[src/rtl/spectro_bank_writer.sv]
// Spectrogram bank writer: stores the samples of one acoustic emission into a
// ping-pong memory addressed {bank, idx}. Emits bank-full and end-of-event
// pulses for the readout controller and flags overruns of unacknowledged banks.
module spectro_bank_writer #(
    parameter int unsigned DATA_W  = 16,
    parameter int unsigned IDX_W   = 8,
    parameter int unsigned DEPTH   = 200,
    parameter int unsigned HOLDOFF = 16
) (
    input  logic              clk,
    input  logic              reset,
    input  logic              ae_active,
    input  logic              sample_valid,
    input  logic [DATA_W-1:0] sample_data,
    input  logic [1:0]        bank_ack,
    output logic              mem_we,
    output logic [IDX_W:0]    mem_addr,
    output logic [DATA_W-1:0] mem_wdata,
    output logic              bank0_full,
    output logic              bank1_full,
    output logic              memorization_completed,
    output logic [IDX_W-1:0]  idx_final,
    output logic              bank,
    output logic              overrun
);

    localparam int unsigned    CNT_W    = $clog2(HOLDOFF + 1);
    localparam logic [IDX_W-1:0] LAST_IDX = IDX_W'(DEPTH - 1);
    localparam logic [CNT_W-1:0] CNT_END  = CNT_W'(HOLDOFF - 1);

    typedef enum logic [1:0] {StIdle, StAcq, StHoldoff} state_t;

    state_t           state_q;
    logic [IDX_W-1:0] idx_q;
    logic [1:0]       pending_q;
    logic             wrote_q;   // at least one sample written in this event
    logic [CNT_W-1:0] cnt_q;

    logic             accept;
    logic             fill;
    logic             end_evt;
    logic [IDX_W-1:0] idx_next;
    logic             wrote_next;

    // A sample taken in the same cycle as the event end is counted first.
    assign accept     = (state_q == StAcq) && sample_valid;
    assign fill       = accept && (idx_q == LAST_IDX);
    assign end_evt    = (state_q == StAcq) && !ae_active;
    assign idx_next   = fill ? '0 : (accept ? idx_q + 1'b1 : idx_q);
    assign wrote_next = wrote_q | accept;

    // Control FSM with registered memory-write and pulse outputs.
    always_ff @(posedge clk or posedge reset) begin
        if (reset) begin
            state_q                <= StIdle;
            idx_q                  <= '0;
            pending_q              <= '0;
            wrote_q                <= 1'b0;
            cnt_q                  <= '0;
            mem_we                 <= 1'b0;
            mem_addr               <= '0;
            mem_wdata              <= '0;
            bank0_full             <= 1'b0;
            bank1_full             <= 1'b0;
            memorization_completed <= 1'b0;
            idx_final              <= '0;
            bank                   <= 1'b0;
            overrun                <= 1'b0;
        end else begin
            mem_we                 <= 1'b0;
            bank0_full             <= 1'b0;
            bank1_full             <= 1'b0;
            memorization_completed <= 1'b0;
            // Acks clear first; a same-cycle set below overrides the clear.
            pending_q              <= pending_q & ~bank_ack;

            unique case (state_q)
                StIdle: begin
                    if (ae_active) begin
                        state_q <= StAcq;
                        wrote_q <= 1'b0;
                    end
                end

                StAcq: begin
                    if (accept) begin
                        mem_we    <= 1'b1;
                        mem_addr  <= {bank, idx_q};
                        mem_wdata <= sample_data;
                    end
                    if (fill) begin
                        if (bank) bank1_full <= 1'b1;
                        else      bank0_full <= 1'b1;
                        if (pending_q[bank]) overrun <= 1'b1;
                        pending_q[bank] <= 1'b1;
                        bank            <= ~bank;
                    end
                    idx_q   <= idx_next;
                    wrote_q <= wrote_next;

                    if (end_evt) begin
                        if (idx_next != '0) begin
                            // Partially filled bank: hand it over to readout.
                            memorization_completed <= 1'b1;
                            idx_final              <= idx_next - 1'b1;
                            if (pending_q[bank]) overrun <= 1'b1;
                            pending_q[bank] <= 1'b1;
                            bank            <= ~bank;
                            idx_q           <= '0;
                            state_q         <= StHoldoff;
                            cnt_q           <= '0;
                        end else if (wrote_next) begin
                            // Last sample exactly filled a bank; already toggled.
                            state_q <= StHoldoff;
                            cnt_q   <= '0;
                        end else begin
                            state_q <= StIdle;
                        end
                    end
                end

                StHoldoff: begin
                    if (cnt_q == CNT_END) state_q <= StIdle;
                    else                  cnt_q   <= cnt_q + 1'b1;
                end

                default: state_q <= StIdle;
            endcase
        end
    end

endmodule

[config.mk]
export PLATFORM = sky130hd
export DESIGN_NAME = spectro_bank_writer
export DESIGN_NICKNAME = d
export VERILOG_FILES = /design/src/rtl/spectro_bank_writer.sv
export SDC_FILE = /design/constraint.sdc
export NUM_CORES = 1
export LEC_CHECK = 0
export BUFFER_PORTS_ARGS = -buffer_cell sky130_fd_sc_hd__buf_4
export CAP_MARGIN = 15
export CORE_ASPECT_RATIO = 0.75
export CORE_UTILIZATION = 45
export DETAILED_ROUTE_END_ITERATION = 7
export PLACE_DENSITY = 0.68
export REMOVE_ABC_BUFFERS = 1
export SYNTH_ARGS = -nofsm -noshare
export SYNTH_HDL_FRONTEND = slang
export SYNTH_SLANG_ARGS = --single-unit
[constraint.sdc]
create_clock -name clk -period 4.9 [get_ports clk]
set_clock_uncertainty 0.15 [all_clocks]
set_input_delay 0.735 -clock clk [delete_from_list [all_inputs] [get_ports clk]]
set_output_delay 0.735 -clock clk [all_outputs]
set_load 0.005 [all_outputs]
After elaboration in Yosys (flattened, before gate mapping)
Cells that the tools add are included.
{"block": "word_totals", "reg_bits": 57, "elab_cells": 93, "in_bits": 22, "output_inout_bits": 39}
{"block": "classes", "n_reduce_logical": 14, "n_addsub": 3, "order_cmp": 2, "muxes": 45, "n_eq_ne": 9, "bitwise": 6}
{"operator": "two-way mux 8 bit", "count": 4}
{"operator": "two-way mux 1 bit", "count": 23}
{"operator": "two-way mux 2 bit", "count": 10}
{"operator": "two-way mux 5 bit", "count": 4}
{"operator": "case mux 5 bit (2 select lines)", "count": 1}
{"operator": "adder 8 x 1 -> 8 bit (second input constant)", "count": 1}
{"operator": "== test 8 bit (second input constant)", "count": 1}
{"operator": "!= test 2 bit (second input constant)", "count": 4}
{"operator": "nonzero test 8 bit", "count": 1}
{"operator": "subtractor 8 x 1 -> 8 bit (second input constant)", "count": 1}
{"operator": "case mux 2 bit (3 select lines)", "count": 1}
{"operator": "AND reduction 3 bit", "count": 2}
{"operator": "adder 5 x 1 -> 5 bit (second input constant)", "count": 1}
{"operator": "== test 5 x 4 -> 1 bit (second input constant)", "count": 1}
{"operator": "logical AND 1 bit", "count": 4}
{"operator": "OR 2 bit", "count": 2}
{"operator": "AND reduction 2 bit", "count": 2}
{"operator": "AND reduction 4 bit", "count": 1}
{"operator": "nonzero test 2 bit", "count": 2}
{"operator": "!= test 3 x 2 -> 1 bit (second input constant)", "count": 1}
{"operator": "AND 2 bit", "count": 1}
{"operator": "== test 2 x 1 -> 1 bit (second input constant)", "count": 1}
{"operator": "== test 2 bit (second input constant)", "count": 1}
{"operator": "logical NOT 2 bit", "count": 1}
{"operator": "8 further kinds", "count": 8}

Logic depth before layout (Yosys ltp)
Gate-level depths: netlist (run 1).
{"block": "logic_depth", "ltp_word": 11, "ltp_mapped": 13}

Worst setup path before layout (run 1)
Ideal clock, no wire load.
{"block": "synth_path", "path_kind": "in2reg", "startpoint": "in sample_valid", "endpoint": "reg idx_final[0]", "t_required_ns": 4.625, "setup_time_ns": 0.125, "arrival_ns": 2.666, "slack_ns": 1.959, "stages": 11, "cell_sequence": "nand3b_4 inv_4 clkbuf_1 and3_1 a21oi_1 ha_1 nand2_1 and4b_4 a211oi_4 buf_6 mux2_4"}
{"block": "synth_via", "elab_chain_cells": 5, "word_cells_on_any_way": 7, "classes_between": "add/sub: 1; mux: 2; reduce/logical: 4"}
{"element": "start: declaration", "line_no": "13", "rtl": "input logic sample_valid,"}
{"element": "logical AND 1 bit *", "line_no": "46", "rtl": "assign accept = (state_q == StAcq) && sample_valid;"}
{"element": "two-way mux 8 bit / logical AND 1 bit (equally long branches)", "line_no": "49, 47"}
{"element": "two-way mux 8 bit *", "line_no": "49", "rtl": "assign idx_next = fill ? '0 : (accept ? idx_q + 1'b1 : idx_q);"}
{"element": "parallel branches: the longest is 2 deep, another holds subtractor 8 x 1 -> 8 bit"}
{"element": "end signal: assignment", "line_no": "105", "rtl": "idx_final <= idx_next - 1'b1;"}
{"element": "end: declaration", "line_no": "22", "rtl": "output logic [IDX_W-1:0] idx_final,"}
Mark *: on every way between the ends.
A chain may end at the register's enable or synchronous reset.

Final worst setup path (run 1)
{"block": "layout_path", "startpoint": "reg state_q[1]", "endpoint": "reg idx_final[7]"}
{"block": "layout_via", "elab_chain_cells": 6, "word_cells_on_any_way": 9, "classes_between": "add/sub: 1; eq/ne: 1; mux: 2; reduce/logical: 5"}
{"element": "start: declaration", "line_no": "33", "rtl": "state_t state_q;"}
{"element": "start signal: assignment", "line_no": "55", "rtl": "state_q <= StIdle;"}
{"element": "start signal: assignment", "line_no": "80", "rtl": "state_q <= StAcq;"}
{"element": "start signal: assignment", "line_no": "110", "rtl": "state_q <= StHoldoff;"}
{"element": "== test 2 x 1 -> 1 bit *", "line_no": "46, 48, 77"}
{"element": "parallel branches: the longest is 5 deep, another holds subtractor 8 x 1 -> 8 bit"}
Marked as above.

==> results of run 1 <==
-- worst max-delay path: stages, from the launching register on --
cell,delay (ps)
dfrtp_1,440
nand3b_4,430
inv_4,420
and3_1,220
a21oi_1,60
ha_1,270
nand2_1,70
and4b_4,230
a211oi_4,600
mux2_2,410
-- registers in the layout (all words and copies together), names as in the netlist --
name,flops
mem_we,1
cnt_q,5
bank,1
wrote_q,1
state_q,2
idx_q,8
bank1_full,1
pending_q,2
mem_addr,9
mem_wdata,16
idx_final,8
bank0_full,1
overrun,1
memorization_completed,1
-- metal layers --
metal	routed length, microns	part of all wire (%)	track usage, %	up-vias
li1	-	-	-	1052
met1	2883	49	28.05	1021
met2	2592	44	29.98	51
met3	317	5.4	7.081	6
met4	68	1.2	8.034	0
met5	0	0	0	-
-- layout make-up --
type	count	area (sq um)	area share, %
clock buffers	11	141.4	4.043
clock inverters	5	102.6	2.934
inverters	11	43.79	1.252
multi-input cells	193	1227	35.10
flip-flops and latches	57	1426	40.79
well taps	78	97.59	2.791
repair buffers	61	457.9	13.09
-- cells in the mapped netlist (2+ instances only) --
library cell	number	area share, %
a21o_1	2	0.54
nor2_1	5	0.67
ha_1	6	2.7
o31ai_1	2	0.54
buf_6	4	1.6
mux2i_1	2	0.72
mux2_4	5	2.7
inv_1	10	1.3
nor4_1	3	0.67
a221o_1	2	0.72
nand3_1	6	1.1
o21ai_0	7	1.3
and3_1	4	0.90
and2b_1	2	0.54
and2_1	3	0.67
nor3_1	2	0.36
a21oi_1	5	0.90
dfrtp_1	57	51
a211oi_4	2	1.4
nand4_1	3	0.67
nand2_1	87	12
xnor2_1	5	1.6
nand2b_1	2	0.45
clkbuf_1	6	0.81
xor2_1	5	1.6
-- power breakdown --
group | internal, uW | switching (uW)
Clock | 351 | 185
Sequential | 637 | 121
Combinational | 364 | 322
Total | 1350 | 628
-- cell families (layout without fill, tap and decap cells) --
logic type	after synthesis	in the layout	synth area share [%]
xor gates and xnor gates	10	10	3.143
adders and majority gates	6	6	2.694
muxes	8	8	3.817
AOI/OAI and AO/OA	39	39	11.72
and+or+nand+nor	130	130	22.68
DFF	57	57	51.19
buffers and inverters	25	88	4.760
-- through the flow --
step	worst slack, ps	hold WS, ps	total power (uW)	instance area, sq um
final	1465	324.7	1980	3497
after global routing	1246	352.5	2124	3497
after CTS	1440	329.0	2001	3497
after detailed placement	1137	314.8	1457	3253
after global placement	1199	311.0	1442	3253
after floorplan	1713	319.7	1130	2698
-- worst paths after layout --
check | start | endpoint | slack [ps] | depth (start not counted)
hold reg to reg | mem_addr[4] | mem_addr[4] | 320 | 2
max in group asynchronous | reset | cnt_q[4] | 3690 | 3
setup reg to reg | state_q[1] | idx_final[7] | 1470 | 9
hold / removal | mem_addr[4] | mem_addr[4] | 320 | 2
min in group asynchronous | reset | mem_wdata[0] | 450 | 3
setup / recovery | state_q[1] | idx_final[7] | 1470 | 9
==> impl_metrics.ini, run 1 <==
[layout]
layoutNonFillerInstCount = 416
finish.utilization_pct = 59.42
n_fill_cell = 530
most-common-layout-cells = nand2_1 (87), buf_4 (61), dfrtp_1 (57)
layout_commonest_cell = nand2_1
antenna_cells = 0
areaGrowthSynthToFinish_pct = 25.51
layout-drive-gt1-share_pct = 28.40
layout.nets = 361

[detailed_routing]
drc = 0
first_pass_iters = 4
drtAntennaViolNets = 0
wire_per_inst_microns = 14.09
vias = 2130
viasPerCell = 5.120
wirelength_microns = 5862
drt_iter0_markers = 109

[synth]
synth_cells = 275
ys.flop_type = dfrtp_1
yosysSeqAreaShare_pct = 51.19
synth-warning-count = 0
synth_edf_count = 0
avgSynthCellArea_sq_um = 10.13
ys_types = 63
synth_area_sq_um = 2786
async_flop_share_pct = 100.0
ys_ff_latch = 57

[sta]
maxSlewViolCount = 0
setup_viol = 0
fin_crit_ps = 3435
grt_setup_unrepaired = no
slew_headroom_pct = 53.09
worstMarginPinSlew_ps = 703.7
fmax_mhz = 291.1
finalHoldViolations = 0
timing.final.crit_share_pct = 70.10
setup-tns-final_ps = 0

[placement]
dp.cells = 400
hpwl_microns = 4008
portBuffers = 60
gp_congestion = 0.7987

[setup_path]
setup.worst_path.class = flop to flop
end_kind = flop
crit_path_max_fanout = 36
cp.arrival_ps = 3510
critPathLaunchType = flop
worst_ep_required_time_ps = 4970

[clock_tree]
numCtsBuffers = 9
cts_resized = 0
clockBufferDepth = 2
cts_num_sinks = 57
cts_root_buf = clkbuf_8
insertion_delay_ps = 340
ctsHoldBuffers = 0
cts_tree = done
cts_setup_buffers = 0
cts_htree_levels = 3
clkSlewWorstSetupHoldPaths_ps = 70

[floorplan]
die-area_sq_um = 6514
core_area_sq_um = 5886
io_pins = 61
die_w_microns = 92.86
die_y_microns = 70.15
rows = 24
start_util_pct = 47.34

[global_routing]
grt_pass1_wl_microns = 10160
grt.overflow.total = 0
grt_use_total_pct = 20.53
grt_max_degree = 58
grt_pass1_vias = 2143
antenna_found_initial = 0

[power]
power.density_nw_per_um2 = 566.0
vdd_ir_drop_max_mv = 0.2704
p_leak_uw = 0.001784

[run]
drv_cap = 0

[status]
status = finished, final reports clean

[hold_path]
min_path_type = flop to flop
Power figures use the tool's default switching activity.
==> inputs of run 2 (changes only) <==
- ABC_AREA: not set -> 1
- clock period: 4.9 -> 3.3 ns (I/O delays scaled with it)
==> impl_metrics.ini, run 2 <==
[layout]
multiInputGateArea_sq_um = 1120
layout.nets = 412
areaGrowthSynthToFinish_pct = 26.91
regMostFlops = mem_wdata
regArea_sq_um = 1426
antenna_cells = 0
layoutNonFillerInstCount = 467
most-common-layout-cells = nand2_1 (120), buf_4 (65), dfrtp_1 (57)
n_fill_cell = 534
layout-drive-gt1-share_pct = 29.05
reg_top3 = mem_wdata (16), mem_addr (9)
largest_reg_flops = 16
layout_commonest_cell = nand2_1

[synth]
ys_ff_latch = 57
synth_cells = 316
avgSynthCellArea_sq_um = 8.636
synth_edf_count = 0
ys.flop_type = dfrtp_1
ys_types = 29
synthTopCellsByCount = nand2_1 (120), dfrtp_1 (57), inv_1 (30)
synth-warning-count = 0
synth_top_cell_by_area = dfrtp_1
synth_area_sq_um = 2729
synth_top_area_share_pct = 52.27
async_flop_share_pct = 100.0
synth_area_leaders = dfrtp_1 (52%), nand2_1 (17%), inv_1 (4.1%), nor2_1 (2.9%), ha_1 (2.8%)
yosysSeqAreaShare_pct = 52.27
synth_most_common_cell = nand2_1

[detailed_routing]
drt_iter0_markers = 97
wirelength_microns = 5365
drc = 0
drtAntennaViolNets = 0
viasPerCell = 4.574
first_pass_iters = 4
vias = 2136
wire_per_inst_microns = 11.49

[sta]
worstMarginPinSlew_ps = 540.0
fin_crit_ps = 2605
setup-tns-final_ps = 0
maxSlewViolCount = 0
setup_viol = 0
fmax_mhz = 383.9
finalHoldViolations = 0
grt_setup_unrepaired = no
hold_ws_ps = 43.67
slew_headroom_pct = 63.95
timing.final.crit_share_pct = 78.92

[setup_path]
setup.worst_path.class = flop to flop
crit_path_max_fanout = 16
reg2reg_slack_ps = 700
cp.arrival_ps = 2690
end_kind = flop
critPathLaunchType = flop
worst_ep_required_time_ps = 3390

[clock_tree]
numCtsBuffers = 9
ctsHoldBuffers = 0
cts_htree_levels = 3
clockBufferDepth = 2
insertion_delay_ps = 340
cts_root_buf = clkbuf_8
cts_tree = done
cts_setup_buffers = 0
cts_num_sinks = 57
cts_resized = 0
clkSlewWorstSetupHoldPaths_ps = 70

[placement]
portBuffers = 60
hpwl_microns = 3969
gp_congestion = 0.8256
dp.cells = 451

[power]
p_leak_uw = 0.001902
power.density_nw_per_um2 = 823.3
vdd_ir_drop_max_mv = 0.3959

[floorplan]
start_util_pct = 46.84
die_y_microns = 69.44
die_w_microns = 91.92
io_pins = 61
rows = 24
core_area_sq_um = 5826
die-area_sq_um = 6383

[run]
drv_cap = 0

[hold_path]
min_path_type = input pin to asynchronous set/reset pin

[global_routing]
grt_max_degree = 33
grt_pass1_wl_microns = 9632
antenna_found_initial = 0
grt.overflow.total = 0
grt_pass1_vias = 2109
grt_use_total_pct = 19.53

[status]
status = finished, final reports clean
-- run 2: cells by family after synthesis --
group | count (synthesis) | synth area share, %
adder cells (fa/ha/maj) | 6 | 2.751
AND/OR/NAND/NOR | 183 | 31.68
AO/OA/AOI/OAI | 22 | 4.677
buffers and inverters | 42 | 6.694
XOR/XNOR | 6 | 1.926
flip-flops | 57 | 52.27
-- run 2: power breakdown --
part | switching (uW) | internal [uW]
sequential | 154 | 935
combinational | 594 | 521
clock | 295 | 354
-- run 2: worst max-delay path, stage by stage (launching register included) --
cell     delay, ps
dfrtp_1        410
ha_1           200
nand2_1         90
nor2_2         170
nand4_4        180
nand2_1        180
ha_1           190
inv_1           40
nor2_1         150
nand2_2        130
nor2_8         140
nand2_4        100
nand2_8        140
nand2_1        110
nand2_1         70
o21ai_1         60
-- run 2: stage by stage --
stage	setup WS [ps]	area (sq um)	util, %	total power (uW)
after floorplan	242.1	2674	-	1754
after global placement	731.8	3259	55.95	2215
after detailed placement	648.2	3259	55.95	2228
after CTS	679.7	3463	59.45	2894
after global routing	405.4	3463	59.45	3082
final	695.5	3463	59.45	2852
-- run 2: final timing paths --
| path | start | end | cells past startpoint |
|---|---|---|---|
| setup / recovery | idx_q[0] | pending_q[1] | 15 |
| max in group asynchronous | reset | idx_final[0] | 3 |
| hold / removal | reset | mem_wdata[10] | 2 |
| hold reg to reg | overrun | overrun | 2 |
| min in group clk | bank_ack[1] | pending_q[1] | 2 |
| setup reg to reg | idx_q[0] | pending_q[1] | 15 |
-- run 2: layout make-up --
class	count	share of cell area, %
flip-flops and latches	57	41.19
multi-input cells	217	32.33
repair buffers	65	14.09
inverters	34	3.685
clock buffers	9	3.577
well taps	78	2.818
clock inverters	7	2.312
-- run 2: metal layers --
layer / track usage, % / part of all wire (%) / routed length, microns
met1: 26.81 / 51 / 2715
met2: 28.86 / 43 / 2287
met3: 6.798 / 5.2 / 281
met4: 6.771 / 1.5 / 80
met5: 0 / 0 / 0
